`src/rtl/fb_arb_pkg.sv`:
```
// Shared types for the framebuffer RAM arbiter: requester identity and read-return tags.
package fb_arb_pkg;

    typedef enum logic [1:0] {
        REQ_NONE = 2'd0,
        REQ_VID  = 2'd1,
        REQ_CPU  = 2'd2
    } req_owner_t;

    typedef struct packed {
        logic       valid;
        req_owner_t owner;
    } rd_tag_t;

    localparam rd_tag_t RD_TAG_IDLE = '{valid: 1'b0, owner: REQ_NONE};

endpackage

```
`src/rtl/fb_arb_rdpipe.sv`:
```
// Read-tag shift pipe matching the RAM read latency; the tag leaving the pipe
// steers mem_rdata to whichever port issued the read.
module fb_arb_rdpipe
    import fb_arb_pkg::*;
#(
    parameter int RD_LAT = 2,
    parameter int DATA_W = 32
) (
    input  logic              clk,
    input  logic              rst_n,
    input  rd_tag_t           i_tag,
    input  logic [DATA_W-1:0] i_mem_rdata,
    output logic              o_vid_rvalid,
    output logic [DATA_W-1:0] o_vid_rdata,
    output logic              o_cpu_rvalid,
    output logic [DATA_W-1:0] o_cpu_rdata
);

    rd_tag_t w_tail;

    genvar gi;
    generate
        for (gi = 0; gi < RD_LAT; gi++) begin : g_stage
            rd_tag_t r_stage;
            rd_tag_t w_prev;

            if (gi == 0) begin : g_head
                assign w_prev = i_tag;
            end else begin : g_link
                assign w_prev = g_stage[gi-1].r_stage;
            end

            always_ff @(posedge clk or negedge rst_n) begin
                if (!rst_n) begin
                    r_stage <= RD_TAG_IDLE;
                end else begin
                    r_stage <= w_prev;
                end
            end
        end
    endgenerate

    assign w_tail = g_stage[RD_LAT-1].r_stage;

    // Data is zeroed outside the valid pulse so idle outputs stay at their reset value.
    assign o_vid_rvalid = w_tail.valid && (w_tail.owner == REQ_VID);
    assign o_cpu_rvalid = w_tail.valid && (w_tail.owner == REQ_CPU);
    assign o_vid_rdata  = o_vid_rvalid ? i_mem_rdata : '0;
    assign o_cpu_rdata  = o_cpu_rvalid ? i_mem_rdata : '0;

endmodule

```
`src/rtl/fb_mem_arbiter.sv`:
```
// Single-port framebuffer RAM arbiter: video has priority, CPU starvation bounded by CPU_MAX_WAIT.
// Define FB_ARB_STATS_EN to add grant/forced-grant statistics counters.
module fb_mem_arbiter
    import fb_arb_pkg::*;
#(
    parameter int ADDR_W       = 16,
    parameter int DATA_W       = 32,
    parameter int RD_LAT       = 2,
    parameter int CPU_MAX_WAIT = 8
) (
    input  logic                clk_clk,
    input  logic                reset_reset_n,
    input  logic                vid_req,
    input  logic [ADDR_W-1:0]   vid_addr,
    output logic                vid_gnt,
    output logic [DATA_W-1:0]   vid_rdata,
    output logic                vid_rvalid,
    input  logic [ADDR_W-1:0]   avs_address,
    input  logic                avs_read,
    input  logic                avs_write,
    input  logic [DATA_W-1:0]   avs_writedata,
    input  logic [DATA_W/8-1:0] avs_byteenable,
    output logic                avs_waitrequest,
    output logic [DATA_W-1:0]   avs_readdata,
    output logic                avs_readdatavalid,
    output logic [ADDR_W-1:0]   mem_addr,
    output logic                mem_we,
    output logic [DATA_W/8-1:0] mem_be,
    output logic [DATA_W-1:0]   mem_wdata,
    input  logic [DATA_W-1:0]   mem_rdata
`ifdef FB_ARB_STATS_EN
    ,
    output logic [31:0]         stat_vid_grants,
    output logic [31:0]         stat_cpu_grants,
    output logic [15:0]         stat_forced
`endif
);

    localparam int             CW       = $clog2(CPU_MAX_WAIT + 1);
    localparam logic [CW-1:0]  WAIT_MAX = CW'(CPU_MAX_WAIT);

    logic          r_run;
    logic [CW-1:0] r_wait_cnt;
    logic          w_vid_req;
    logic          w_cpu_req;
    logic          w_vid_gnt;
    logic          w_cpu_gnt;
    logic          w_forced;
    rd_tag_t       w_tag;

    // r_run holds grants off until the first clock after reset release, so no
    // request can be accepted while the arbiter state is still being cleared.
    always_ff @(posedge clk_clk or negedge reset_reset_n) begin
        if (!reset_reset_n) begin
            r_run <= 1'b0;
        end else begin
            r_run <= 1'b1;
        end
    end

    assign w_vid_req = r_run & vid_req;
    assign w_cpu_req = r_run & (avs_read | avs_write);

    always_comb begin
        w_vid_gnt = 1'b0;
        w_cpu_gnt = 1'b0;
        w_forced  = 1'b0;
        if (w_cpu_req && (r_wait_cnt == WAIT_MAX)) begin
            w_cpu_gnt = 1'b1;
            w_forced  = w_vid_req;
        end else if (w_vid_req) begin
            w_vid_gnt = 1'b1;
        end else if (w_cpu_req) begin
            w_cpu_gnt = 1'b1;
        end
    end

    always_ff @(posedge clk_clk or negedge reset_reset_n) begin
        if (!reset_reset_n) begin
            r_wait_cnt <= '0;
        end else if (!w_cpu_req || w_cpu_gnt) begin
            r_wait_cnt <= '0;
        end else if (r_wait_cnt != WAIT_MAX) begin
            r_wait_cnt <= r_wait_cnt + CW'(1);
        end
    end

    assign vid_gnt         = w_vid_gnt;
    assign avs_waitrequest = ~r_run | (w_cpu_req & ~w_cpu_gnt);

    // A simultaneous read+write from the CPU is issued as a write.
    assign mem_addr  = w_cpu_gnt ? avs_address : vid_addr;
    assign mem_we    = w_cpu_gnt & avs_write;
    assign mem_be    = w_cpu_gnt ? avs_byteenable : {(DATA_W/8){1'b1}};
    assign mem_wdata = avs_writedata;

    assign w_tag.valid = w_vid_gnt | (w_cpu_gnt & ~avs_write);
    assign w_tag.owner = w_vid_gnt ? REQ_VID : (w_cpu_gnt ? REQ_CPU : REQ_NONE);

    fb_arb_rdpipe #(
        .RD_LAT (RD_LAT),
        .DATA_W (DATA_W)
    ) u_rdpipe (
        .clk          (clk_clk),
        .rst_n        (reset_reset_n),
        .i_tag        (w_tag),
        .i_mem_rdata  (mem_rdata),
        .o_vid_rvalid (vid_rvalid),
        .o_vid_rdata  (vid_rdata),
        .o_cpu_rvalid (avs_readdatavalid),
        .o_cpu_rdata  (avs_readdata)
    );

`ifdef FB_ARB_STATS_EN
    logic [31:0] r_stat_vid;
    logic [31:0] r_stat_cpu;
    logic [15:0] r_stat_forced;

    always_ff @(posedge clk_clk or negedge reset_reset_n) begin
        if (!reset_reset_n) begin
            r_stat_vid    <= '0;
            r_stat_cpu    <= '0;
            r_stat_forced <= '0;
        end else begin
            if (w_vid_gnt) r_stat_vid    <= r_stat_vid + 32'd1;
            if (w_cpu_gnt) r_stat_cpu    <= r_stat_cpu + 32'd1;
            if (w_forced)  r_stat_forced <= r_stat_forced + 16'd1;
        end
    end

    assign stat_vid_grants = r_stat_vid;
    assign stat_cpu_grants = r_stat_cpu;
    assign stat_forced     = r_stat_forced;
`endif

endmodule
```
`config.mk`:
```
export PLATFORM = sky130hd
export DESIGN_NAME = fb_mem_arbiter
export DESIGN_NICKNAME = d
export VERILOG_FILES = /design/src/rtl/fb_arb_pkg.sv /design/src/rtl/fb_arb_rdpipe.sv /design/src/rtl/fb_mem_arbiter.sv
export SDC_FILE = /design/constraint.sdc
export NUM_CORES = 1
export LEC_CHECK = 0
export BUFFER_PORTS_ARGS = -buffer_cell sky130_fd_sc_hd__buf_2
export CAP_MARGIN = 25
export CORE_AREA = 2 2 87 89
export DETAILED_ROUTE_END_ITERATION = 12
export DIE_AREA = 0 0 89 91
export SLEW_MARGIN = 10
export SYNTH_ARGS = -nofsm -noshare
export SYNTH_HDL_FRONTEND = slang
export SYNTH_SLANG_ARGS = --single-unit
```
`constraint.sdc`:
```
create_clock -name clk_clk -period 1.9 [get_ports clk_clk]
set_input_delay 0.19 -clock clk_clk [delete_from_list [all_inputs] [get_ports clk_clk]]
set_output_delay 0.19 -clock clk_clk [all_outputs]
set_load 0.005 [all_outputs]
```
==> flow_metrics.py <==
metrics = {
    "synthesis": {
        "syn_inst": 162,
        "synth_fp_nets": 269,
        "syn_area_sq_um": 1390,
        "synth.distinct_cells": 25,
        "seq_area_frac_synth": 0.1980,
        "synth.avg_cell_area_sq_um": 8.581,
        "ys_ff_latch": 11,
        "ys_warn_count": 0,
    },
    "clock_tree": {
        "cts_htree_levels": 1,
        "clk_pin_slew_ps": 50,
        "clockBufferDepth": 2,
        "cts-buffers-inserted": 3,
        "root_buffer": "clkbuf_8",
        "clk_latency_ps": 240,
        "clock_sinks": 11,
        "cts_tree": "built",
    },
    "layout": {
        "fin_util": 0.3291,
        "fin_nets": 408,
        "drive_gt1_frac": 0.6500,
        "n_antenna_cell": 0,
        "syn2layout_area_growth_pct": 68.95,
    },
    "timing": {
        "fin_ws_ps": -108.2,
        "drv_slew": 0,
        "setup_viol": 16,
        "max_freq_mhz": 498.0,
        "layout_min_cycle_time_ps": 2008,
        "fin_crit_sh": 1.057,
        "holdWs_ps": 279.4,
        "timing.final.hold_violations": 0,
        "finalClockSkew_ps": 4.184,
        "rsz0062_at_grt": "true",
    },
    "setup_path": {
        "r2r-end": "r_wait_cnt[3]$_DFFE_PN0P_",
        "required_ps": 1710,
        "r2r_slack_ps": 630,
        "crit_type": "flop to output pin",
        "cp-end-kind": "output pin",
        "r2r.worst_path.cells": 6,
        "regToRegStartpoint": "r_wait_cnt[0]$_DFFE_PN0P_",
        "arrival_ps": 1820,
        "startpoint_type": "flop",
        "crit_fanout": 6,
    },
    "min_path": {
        "min_path_cells": 2,
        "worstHoldStart": "vid_req",
        "min_to": "u_rdpipe.g_stage[0].r_stage[0]$_DFF_PN0_",
        "worstHoldPathType": "input port to flop",
    },
    "route": {
        "wl_per_cell_microns": 10.37,
        "vias_per_cell": 3.940,
        "firstDrtPassIters": 4,
        "drt_iter0_drc": 24,
        "drc": 0,
        "vias": 1572,
        "drt-total-wl_microns": 4139,
        "ant_nets": 0,
    },
    "run": {
        "maxCapViolCount": 0,
    },
    "floorplan": {
        "die_h_microns": 91,
        "rows": 31,
        "die_w_microns": 89,
        "start_util": 0.1948,
        "dieArea_sq_um": 8099,
        "core-area_sq_um": 7137,
        "ioPinCount": 226,
    },
    "power_and_ir_drop": {
        "p_comb_frac": 0.396,
        "p_sw_w": 0.0002006,
        "power_leakage_nw": 1.414,
        "p_seq_frac": 0.314,
        "clockPowerShare": 0.290,
        "peakVddDrop_mv": 0.1729,
        "power.total_w": 0.0007949,
        "pwr_density_cell_nw_per_um2": 338.5,
        "intPower_w": 0.0005943,
        "sw_frac_of_total": 0.2524,
    },
    "grt": {
        "first_global_vias": 1409,
        "grt_max_degree": 34,
        "grt_pass1_wl_microns": 5802,
        "grt.total_usage": 0.08928,
        "antenna_found_initial": 0,
        "gr-total-overflow": 0,
    },
    "run_status": {
        "outcome": "finished with violations",
        "violations": "negative setup slack",
    },
    "placement": {
        "hpwl_microns": 3176,
        "numPortBuffers": 161,
        "routabilityCongestion": 0.7653,
    },
}
## logic make-up after synthesis
| family | Yosys count | share of synthesized area |
|---|---|---|
| fa+ha+maj | 2 | 0.01800 |
| simple gates | 82 | 0.3654 |
| compound gates | 5 | 0.03331 |
| xor+xnor | 2 | 0.01260 |
| buf+inv | 43 | 0.2133 |
| mux | 16 | 0.1566 |
| flops | 11 | 0.1980 |
| other cells | 1 | 0.002698 |
## cell type report
type / instances / area (sq um)
inverters: 3 / 11.26
fillers: 783 / 4788
flip-flops and latches: 11 / 275.3
multi-input cells: 108 / 843.3
repair buffers: 174 / 1050
clock buffers: 4 / 45.04
well taps: 99 / 123.9
## cell usage after synthesis
cell type | instances | share of area
nand2b_1 | 4 | 0.018
xor2_1 | 1 | 0.0063
dfrtp_1 | 11 | 0.20
nor2_1 | 6 | 0.016
o21ai_1 | 1 | 0.0036
o21bai_1 | 1 | 0.0054
and3b_1 | 1 | 0.0063
inv_1 | 3 | 0.0081
nand3_1 | 1 | 0.0036
nand3b_4 | 1 | 0.014
mux2_1 | 6 | 0.049
conb_1 | 1 | 0.0027
xnor2_1 | 1 | 0.0063
a21oi_4 | 1 | 0.012
and3_1 | 1 | 0.0045
and2_1 | 64 | 0.29
a21boi_0 | 1 | 0.0054
ha_1 | 2 | 0.018
nand2_1 | 3 | 0.0081
clkbuf_1 | 6 | 0.016
mux2_4 | 10 | 0.11
buf_4 | 32 | 0.17
buf_6 | 2 | 0.016
o211a_1 | 1 | 0.0072
nand4b_1 | 1 | 0.0063
## stage by stage
| step | instance area (sq um) | instances | TNS (ps) | setup slack, ps |
|---|---|---|---|---|
| after floorplan | 1390 | 162 | 0 | 304.0 |
| after global placement | 2069 | 385 | 0 | 152.8 |
| after detailed placement | 2069 | 385 | 0 | 117.2 |
| after CTS | 2344 | 397 | -1649 | -115.1 |
| after global routing | 2349 | 399 | -2352 | -179.7 |
| final | 2349 | 399 | -1209 | -108.2 |
## how the worst max path moves through the flow
| stage | start | to | slack (ps) | cells after the start |
|---|---|---|---|---|
| finish | r_wait_cnt[0]$_DFFE_PN0P_ | mem_addr[13] | -110 | 8 |
| global route | r_wait_cnt[0]$_DFFE_PN0P_ | mem_addr[15] | -180 | 8 |
| CTS | r_wait_cnt[0]$_DFFE_PN0P_ | mem_addr[13] | -120 | 8 |
| detailed placement | r_wait_cnt[0]$_DFFE_PN0P_ | mem_addr[13] | 120 | 7 |
| global placement | r_wait_cnt[0]$_DFFE_PN0P_ | mem_addr[10] | 150 | 7 |
| floorplan | r_wait_cnt[0]$_DFFE_PN0P_ | mem_addr[0] | 300 | 6 |
## timing repair
| action | 4_1_cts | 5_1_grt |
|---|---|---|
| gates resized for setup | 26 | 2 |
| endpoints found under the hold margin | 11 | 0 |
| setup endpoints to repair | 16 | 20 |
| setup buffers | 5 | 3 |
| cloned | 2 | 0 |
| hold buffers | 1 | 0 |
| pin swaps | 2 | 0 |
## critical path, stage by stage, from the launching register on
cell and delay [ps]:
dfrtp_1 400, inv_1 70, ha_2 180, nand3b_4 90
a21oi_4 160, buf_6 140, buf_12 120, mux2_4 300
buf_6 120
## layout by cell type, fill, tap and decap left out, types with 3 or more instances in the layout
master / Yosys / routed
and2_1: 64 / 64
clkbuf_8: 0 / 3
buf_2: 0 / 145
nand2b_1: 4 / 4
buf_6: 2 / 19
buf_4: 32 / 7
dfrtp_1: 11 / 11
mux2_4: 10 / 16
nand2_1: 3 / 3
nor2_1: 6 / 6
inv_1: 3 / 3
## layer usage
layer / track usage / up-vias / share of wire
met1: 0.08890 / 677 / 0.38
li1: - / 751 / -
met5: 0 / - / 0
met2: 0.1673 / 142 / 0.47
met4: 0.03358 / 0 / 0.0048
met3: 0.02818 / 2 / 0.15
## power by group through the flow
| stage | sequential (W) | clock, W | combinational, W |
|---|---|---|---|
| 3_5_place_dp | 0.000254 | 0 | 0.000246 |
| 5_1_grt | 0.000251 | 0.000250 | 0.000346 |
| 6_report | 0.000250 | 0.000230 | 0.000315 |
| 4_1_cts | 0.000250 | 0.000240 | 0.000317 |
| 3_3_place_gp | 0.000254 | 0 | 0.000244 |
| 2_1_floorplan | 0.000252 | 0 | 0.000157 |
## state kept, by name (all words and copies together) (netlist names)
name	flops
r_run	1
r_wait_cnt	4
u_rdpipe.g_stage.r_stage	6
(Power assumes the default switching activity.)
